<file path="src/rtl/regfile_dbg.sv">
`default_nettype none
// ============================================================================
// Module   : regfile_dbg
// Brief    : Debug command port that freezes the core, then reads, writes or
//            dumps its integer register file. Define REGFILE_DBG_DUMP_EN to
//            enable the op 10 full-register dump; otherwise op 10 is illegal.
// Revision : 1.0 - initial release
// ============================================================================
module regfile_dbg (
  input  logic        clk,
  input  logic        rst,
  input  logic        dbg_req,
  input  logic [1:0]  dbg_op,
  input  logic [4:0]  dbg_reg,
  input  logic [31:0] dbg_wdata,
  output logic        dbg_ack,
  output logic [31:0] dbg_rdata,
  output logic        dbg_valid,
  output logic        dbg_busy,
  output logic        core_stall_req,
  input  logic        core_stall_ack,
  output logic [4:0]  rf_r_name,
  input  logic [31:0] rf_r_val,
  output logic        rf_w_enable,
  output logic [4:0]  rf_w_name,
  output logic [31:0] rf_w_val
);

  typedef enum logic [2:0] {
    ST_IDLE  = 3'd0,
    ST_STALL = 3'd1,
    ST_READ  = 3'd2,
    ST_WRITE = 3'd3,
    ST_DUMP  = 3'd4,
    ST_DONE  = 3'd5
  } state_t;

  localparam logic [1:0] C_OP_READ  = 2'b00;
  localparam logic [1:0] C_OP_WRITE = 2'b01;
  localparam logic [1:0] C_OP_DUMP  = 2'b10;

  state_t      state_q, state_d;
  logic [1:0]  op_q, op_d;
  logic [4:0]  reg_q, reg_d;
  logic [31:0] wdata_q, wdata_d;
  logic [31:0] rdata_q, rdata_d;
  logic        valid_q, valid_d;
  logic        ack_q, ack_d;
  logic        busy_q, busy_d;
  logic        stall_q, stall_d;
  logic        wen_q, wen_d;
  logic [4:0]  wname_q, wname_d;
  logic [31:0] wval_q, wval_d;
  logic [4:0]  rname_q, rname_d;

`ifdef REGFILE_DBG_DUMP_EN
  logic [4:0]  cnt_q, cnt_d;

  // Counter idles at 0 so the first dump cycle always addresses x0.
  always_comb begin
    cnt_d = 5'd0;
    if (state_q == ST_DUMP) begin
      cnt_d = cnt_q + 5'd1;
    end
  end

  always_ff @(posedge clk or posedge rst) begin
    if (rst) begin
      cnt_q <= 5'd0;
    end else begin
      cnt_q <= cnt_d;
    end
  end
`endif

  always_comb begin
    state_d = state_q;
    op_d    = op_q;
    reg_d   = reg_q;
    wdata_d = wdata_q;
    rdata_d = rdata_q;
    valid_d = 1'b0;
    unique case (state_q)
      ST_IDLE: begin
        if (dbg_req) begin
          state_d = ST_STALL;
          op_d    = dbg_op;
          reg_d   = dbg_reg;
          wdata_d = dbg_wdata;
        end
      end
      ST_STALL: begin
        if (core_stall_ack) begin
          case (op_q)
            C_OP_READ:  state_d = ST_READ;
            C_OP_WRITE: state_d = ST_WRITE;
`ifdef REGFILE_DBG_DUMP_EN
            C_OP_DUMP:  state_d = ST_DUMP;
`endif
            default:    state_d = ST_DONE;
          endcase
        end
      end
      ST_READ: begin
        rdata_d = rf_r_val;
        valid_d = 1'b1;
        state_d = ST_DONE;
      end
      ST_WRITE: begin
        state_d = ST_DONE;
      end
`ifdef REGFILE_DBG_DUMP_EN
      ST_DUMP: begin
        rdata_d = rf_r_val;
        valid_d = 1'b1;
        if (cnt_q == 5'd31) begin
          state_d = ST_DONE;
        end
      end
`endif
      default: begin
        state_d = ST_IDLE;
      end
    endcase
  end

  // Outputs are decoded from the next state so they are registered yet line
  // up with the state they describe.
  always_comb begin
    busy_d  = (state_d != ST_IDLE);
    stall_d = (state_d == ST_STALL) || (state_d == ST_READ) ||
              (state_d == ST_WRITE) || (state_d == ST_DUMP);
    ack_d   = (state_d == ST_DONE);
    wen_d   = (state_d == ST_WRITE) && (reg_d != 5'd0);
    wname_d = wen_d ? reg_d : 5'd0;
    wval_d  = wen_d ? wdata_d : 32'd0;
    rname_d = 5'd0;
    if (state_d == ST_READ) begin
      rname_d = reg_d;
    end
`ifdef REGFILE_DBG_DUMP_EN
    if (state_d == ST_DUMP) begin
      rname_d = cnt_d;
    end
`endif
  end

  always_ff @(posedge clk or posedge rst) begin
    if (rst) begin
      state_q <= ST_IDLE;
      op_q    <= 2'b00;
      reg_q   <= 5'd0;
      wdata_q <= 32'd0;
      rdata_q <= 32'd0;
      valid_q <= 1'b0;
      ack_q   <= 1'b0;
      busy_q  <= 1'b0;
      stall_q <= 1'b0;
      wen_q   <= 1'b0;
      wname_q <= 5'd0;
      wval_q  <= 32'd0;
      rname_q <= 5'd0;
    end else begin
      state_q <= state_d;
      op_q    <= op_d;
      reg_q   <= reg_d;
      wdata_q <= wdata_d;
      rdata_q <= rdata_d;
      valid_q <= valid_d;
      ack_q   <= ack_d;
      busy_q  <= busy_d;
      stall_q <= stall_d;
      wen_q   <= wen_d;
      wname_q <= wname_d;
      wval_q  <= wval_d;
      rname_q <= rname_d;
    end
  end

  assign dbg_ack        = ack_q;
  assign dbg_rdata      = rdata_q;
  assign dbg_valid      = valid_q;
  assign dbg_busy       = busy_q;
  assign core_stall_req = stall_q;
  assign rf_r_name      = rname_q;
  assign rf_w_enable    = wen_q;
  assign rf_w_name      = wname_q;
  assign rf_w_val       = wval_q;

endmodule
`default_nettype wire

</file>
<file path="config.mk">
export PLATFORM = sky130hd
export DESIGN_NAME = regfile_dbg
export DESIGN_NICKNAME = d
export VERILOG_FILES = /design/src/rtl/regfile_dbg.sv
export SDC_FILE = /design/constraint.sdc
export NUM_CORES = 1
export LEC_CHECK = 0
export ABC_CLOCK_PERIOD_IN_PS = 5400
export CAP_MARGIN = 30
export CORE_MARGIN = 2
export CORE_UTILIZATION = 50
export DETAILED_ROUTE_END_ITERATION = 10
export DONT_BUFFER_PORTS = 1
export GPL_TIMING_DRIVEN = 1
export SKIP_LAST_GASP = 1
export SLEW_MARGIN = 10
export SYNTH_ARGS = -nofsm -noshare
export SYNTH_HDL_FRONTEND = slang
export SYNTH_SLANG_ARGS = --single-unit
</file>
<file path="constraint.sdc">
create_clock -name clk -period 5.4 [get_ports clk]
set_clock_uncertainty 0.1 [all_clocks]
set_input_delay 1.08 -clock clk [delete_from_list [all_inputs] [get_ports clk]]
set_output_delay 1.08 -clock clk [all_outputs]
set_load 0.02 [all_outputs]
</file>
-- Word level (Yosys, flattened, before mapping)
Cells that the tools add are included.
- bits in registers: 121
- bits of input ports: 75
- logic and storage cells: 44
- eq/ne operators: 9
- multiplexer cells: 12
- reductions and logical operators: 10
- operators with widths (operator ; count):
    32-bit 2-to-1 mux ; 3
    5-bit 2-to-1 mux ; 4
    3-bit by 2-bit == test with 1-bit output (second input constant) ; 4
    3-bit one-hot mux with 3 select lines ; 1
    3-bit by 1-bit == test with 1-bit output (second input constant) ; 2
    3-bit == test (second input constant) ; 2
    3-bit 2-to-1 mux ; 2
    3-bit one-hot mux with 2 select lines ; 1
    5-bit nonzero test ; 1
    3-bit zero test ; 1
    1-bit logical OR ; 3
    3-bit nonzero test ; 1
    2-bit by 1-bit == test with 1-bit output (second input constant) ; 1
    2-bit zero test ; 1
    2-bit AND reduction ; 1
    2-bit OR reduction ; 1
    1-bit logical AND ; 1
    1-bit 2-to-1 mux ; 1

-- Longest topological paths before layout
- word-level depth: 8
- gate-level depth with buffers: 6

-- Worst setup path after synthesis
OpenSTA, ideal clock, no wires.
- path type: input port to flip-flop
- start: in dbg_reg[2]
- end: reg wval_q[21] (netlist: rf_w_val[21])
- library setup time: 0.152 ns
- arrival: 2.163 ns
- required time: 5.148 ns
- slack: 2.985 ns
- stages: 4
- path buffers: 1
- cells stage by stage: or4_1 o21ai_2 buf_2 a221oi_2
- cells in the longest elaborated chain, start to end: 5
- RTL lines (what ; line ; source):
    start, declared ; 14 ; input logic [4:0] dbg_reg,
    5-bit 2-to-1 mux ; 85 ; if (dbg_req) begin
    5-bit 2-to-1 mux ; 83 ; unique case (state_q)
    5-bit nonzero test ; 134 ; wen_d = (state_d == ST_WRITE) && (reg_d != 5'd0);
    1-bit logical AND ; 134 ;
    32-bit 2-to-1 mux ; 136 ; wval_d = wen_d ? wdata_d : 32'd0;
    via wval_d[21] ; 53 ; logic [31:0] wval_q, wval_d;
    end signal, assigned ; 175 ; wval_q <= wval_d;
    end, declared ; 53 ;
The timed path passes the listed nets, and every way through them passes these cells.
A chain may end at the register's enable or synchronous reset.

-- Worst setup path after layout
- start: reg state_q[2]
- end: reg wval_q[20] (netlist: rf_w_val[20])
- cells in the longest elaborated chain, start to end: 6
- elaborated cells between the ends (all ways): 14
- classes of those cells: eq/ne (4); mux (6); reduce/logical (4)
- RTL lines (what ; line ; source):
    start, declared ; 42 ; state_t state_q, state_d;
    start signal, assigned ; 164 ; state_q <= state_d;
    3-bit by 2-bit == test with 1-bit output ; 83 ;
    2-bit OR reduction (no line) ; n/a ;
    3-bit one-hot mux with 3 select lines ; 83 ;
    3-bit by 2-bit == test with 1-bit output ; 134 ;
    1-bit logical AND ; 134 ;
    32-bit 2-to-1 mux (*) ; 136 ;
    via wval_d[20] ; 53 ;
Mark *: on every way through the listed nets, which the timed path passes. The rest lies on a longest branch.

==> metrics.cfg <==
[place]
gp_congestion = 0.746
hpwl_mm = 6.13
portBuffers = 0

[clock_tree]
clockRootBuffer = clkbuf_8
cts.clk_slew.worst_paths_ns = 0.06
clk_path_buf_depth = 2
clk_latency_ns = 0.50
postCtsSetupRepairBufs = 0
cts_max_level = 4
cts_tree = done
cts_hold_buf = 0
cts_resized = 0
cts_buffers = 17
clock-sinks = 121

[logic_synthesis]
ys_ff_latch = 121
synth_area_leaders = dfrtp_1 65%, nand2_1 9.4%, a221oi_2 9.3%, mux2_2 7.7%, buf_2 1.3%
ys_warn_count = 0
yosysTopAreaCellShare = 0.648
synthMostInstantiatedCell = dfrtp_1
synthDistinctLibCells = 23
syn_nets = 439
synth_edf_count = 0
synthArstFlopShare = 1.00
syn_avg_cell_area_um2 = 12.8
synthFlopType = dfrtp_1
synth_top_area_cell = dfrtp_1
synthesis.area_mm2 = 0.00467
synthTopCellsByCount = 121 x dfrtp_1, 117 x nand2_1, 32 x mux2_2, 29 x a221oi_2, 12 x buf_2
ys_seq_area_frac = 0.648
syn_inst = 364

[grt]
grt_pass1_wl_mm = 14.7
grt_overflow = 0
grtUsageTotal = 0.194
grt_pass1_vias = 2853
grt_max_degree = 73
antenna_found_initial = 0

[power]
intPower_mw = 2.24
p_total_mw = 3.54
p_sw_mw = 1.30
comb_power_share = 0.224
p_sw_frac = 0.367
leakagePower_nw = 2.47
p_seq_frac = 0.461
p_clk_frac = 0.315
ir_drop_v = 0.000250
p_per_area_mw_per_mm2 = 655

[detailed_routing]
drt_first_iter_violations = 123
wl_per_cell_um = 19.5
drtAntennaViolNets = 0
viasPerCell = 5.67
drt-pass1-iter-count = 4
vias = 2782
finalWirelength_mm = 9.59
drcViolationCount = 0

[finish]
area_growth_pct = 15.8
fillers = 746
insertedDiodeCount = 0
finalNetCount = 442
layout-drive-gt1-share = 0.284

[floorplanning]
core_area_mm2 = 0.00915
start_util = 0.510
io-pin-count = 154
rows = 35
die_area_mm2 = 0.0101
die_width_um = 101
die_y_um = 101

[timing]
maxSlewViolCount = 0
final-setup-viol-count = 0
min_period_over_period = 0.538
worst_pin_slew_ns = 0.638
fmaxAchievable_mhz = 344
fin_setup_tns_ns = 0
finalHoldViolations = 0
relSlewSlack = 0.575
rsz0062_at_grt = false
min_period_ns = 2.90

[hold_path]
hp-class = input pin to asynchronous set/reset pin

[critical_path]
critPathKind = flop to flop
crit_arrival_ns = 3.15
critPathLaunchType = flop
path_max_fanout = 30
endpoint_kind = flop
timing.critical_path.required_ns = 5.65

[status]
status = finished, final reports clean

[run]
maxCapViolCount = 0

[layout make-up]
type / instances / area [µm²] / share of cell area
clock buffer: 21 / 449 / 0.0831
clock inverter: 11 / 146 / 0.0271
inverter: 2 / 10.0 / 0.00185
multi-input combinational: 216 / 1530 / 0.283
sequential: 121 / 3030 / 0.560
tap: 111 / 139 / 0.0257
timing repair buffer: 9 / 104 / 0.0192
[path summary, 6_finish.rpt]
kind,to,cells past startpoint,startpoint,slack (ns)
max,rf_w_val[20]$_DFF_PP0_,5,state_q[2]$_DFF_PP0_,2.50
min,rf_w_val[6]$_DFF_PP0_,1,rst,0.24
max reg2reg,rf_w_val[20]$_DFF_PP0_,5,state_q[2]$_DFF_PP0_,2.50
min reg2reg,wdata_q[19]$_DFF_PP0_,2,wdata_q[19]$_DFF_PP0_,0.37
max in group asynchronous,rf_w_val[25]$_DFF_PP0_,3,rst,3.75
min in group clk,wdata_q[19]$_DFF_PP0_,2,wdata_q[19]$_DFF_PP0_,0.37
[power by group through the flow]
stage                     clock network (mW)  logic, mW  registers [mW]
after floorplan                            0      0.689            1.56
after global placement                     0      0.760            1.64
after detailed placement                   0      0.804            1.65
after CTS                               1.14      0.805            1.64
after global routing                    1.19      0.889            1.67
final                                   1.11      0.794            1.63
[worst max-delay path: stages, from the launching register on]
cell and delay, ns:
dfrtp_1 0.51, or4b_2 0.97, buf_12 0.27, o211ai_4 0.26
buf_4 0.46, a221oi_1 0.15
[sequential cells by signal, summed over array words and instances (netlist names)]
name	count
rf_r_name	5
rf_w_name	5
dbg_busy	1
state_q	3
dbg_valid	1
reg_q	5
rf_w_enable	1
dbg_ack	1
core_stall_req	1
op_q	2
rf_w_val	32
wdata_q	32
dbg_rdata	32
[layer usage]
metal	vias up	global-route usage	wire (µm)
li1	1276	-	-
met1	1378	0.233	3990
met2	116	0.313	4720
met3	12	0.0714	734
met4	0	0.0843	138
met5	-	0	0
[per-stage QoR]
stage | utilization | hold WS (ns) | cells | setup slack [ns] | instance area, µm²
after floorplan | - | 0.339 | 364 | 1.01 | 4670
after global placement | 0.519 | 0.352 | 456 | 1.88 | 4750
after detailed placement | 0.523 | 0.358 | 458 | 2.04 | 4780
after CTS | 0.588 | 0.372 | 490 | 2.47 | 5380
after global routing | 0.591 | 0.224 | 491 | 2.36 | 5410
final | 0.591 | 0.239 | 491 | 2.50 | 5410
[cell families (layout without fill, tap and decap cells)]
kind of cell	after synthesis	after routing	synth area share
flops	121	121	0.648
compound gates	43	43	0.115
simple gates	141	141	0.130
buf+inv	27	43	0.0297
mux	32	32	0.0772
[cells in the final DEF (no fill, tap or decap), drive strengths merged, types with 2 or more instances in the layout]
master and n:
dfrtp 121, inv 2, or4 2, mux2 32, nand2 117, clkinvlp 2
nor2 5, buf 9, a31oi 2, clkinv 6, a21oi 6, a221oi 32
bufinv 3, nor4b 6, clkbuf 21, nor3 3, nand3 6
Note: power is estimated with default switching activity, not from simulation.
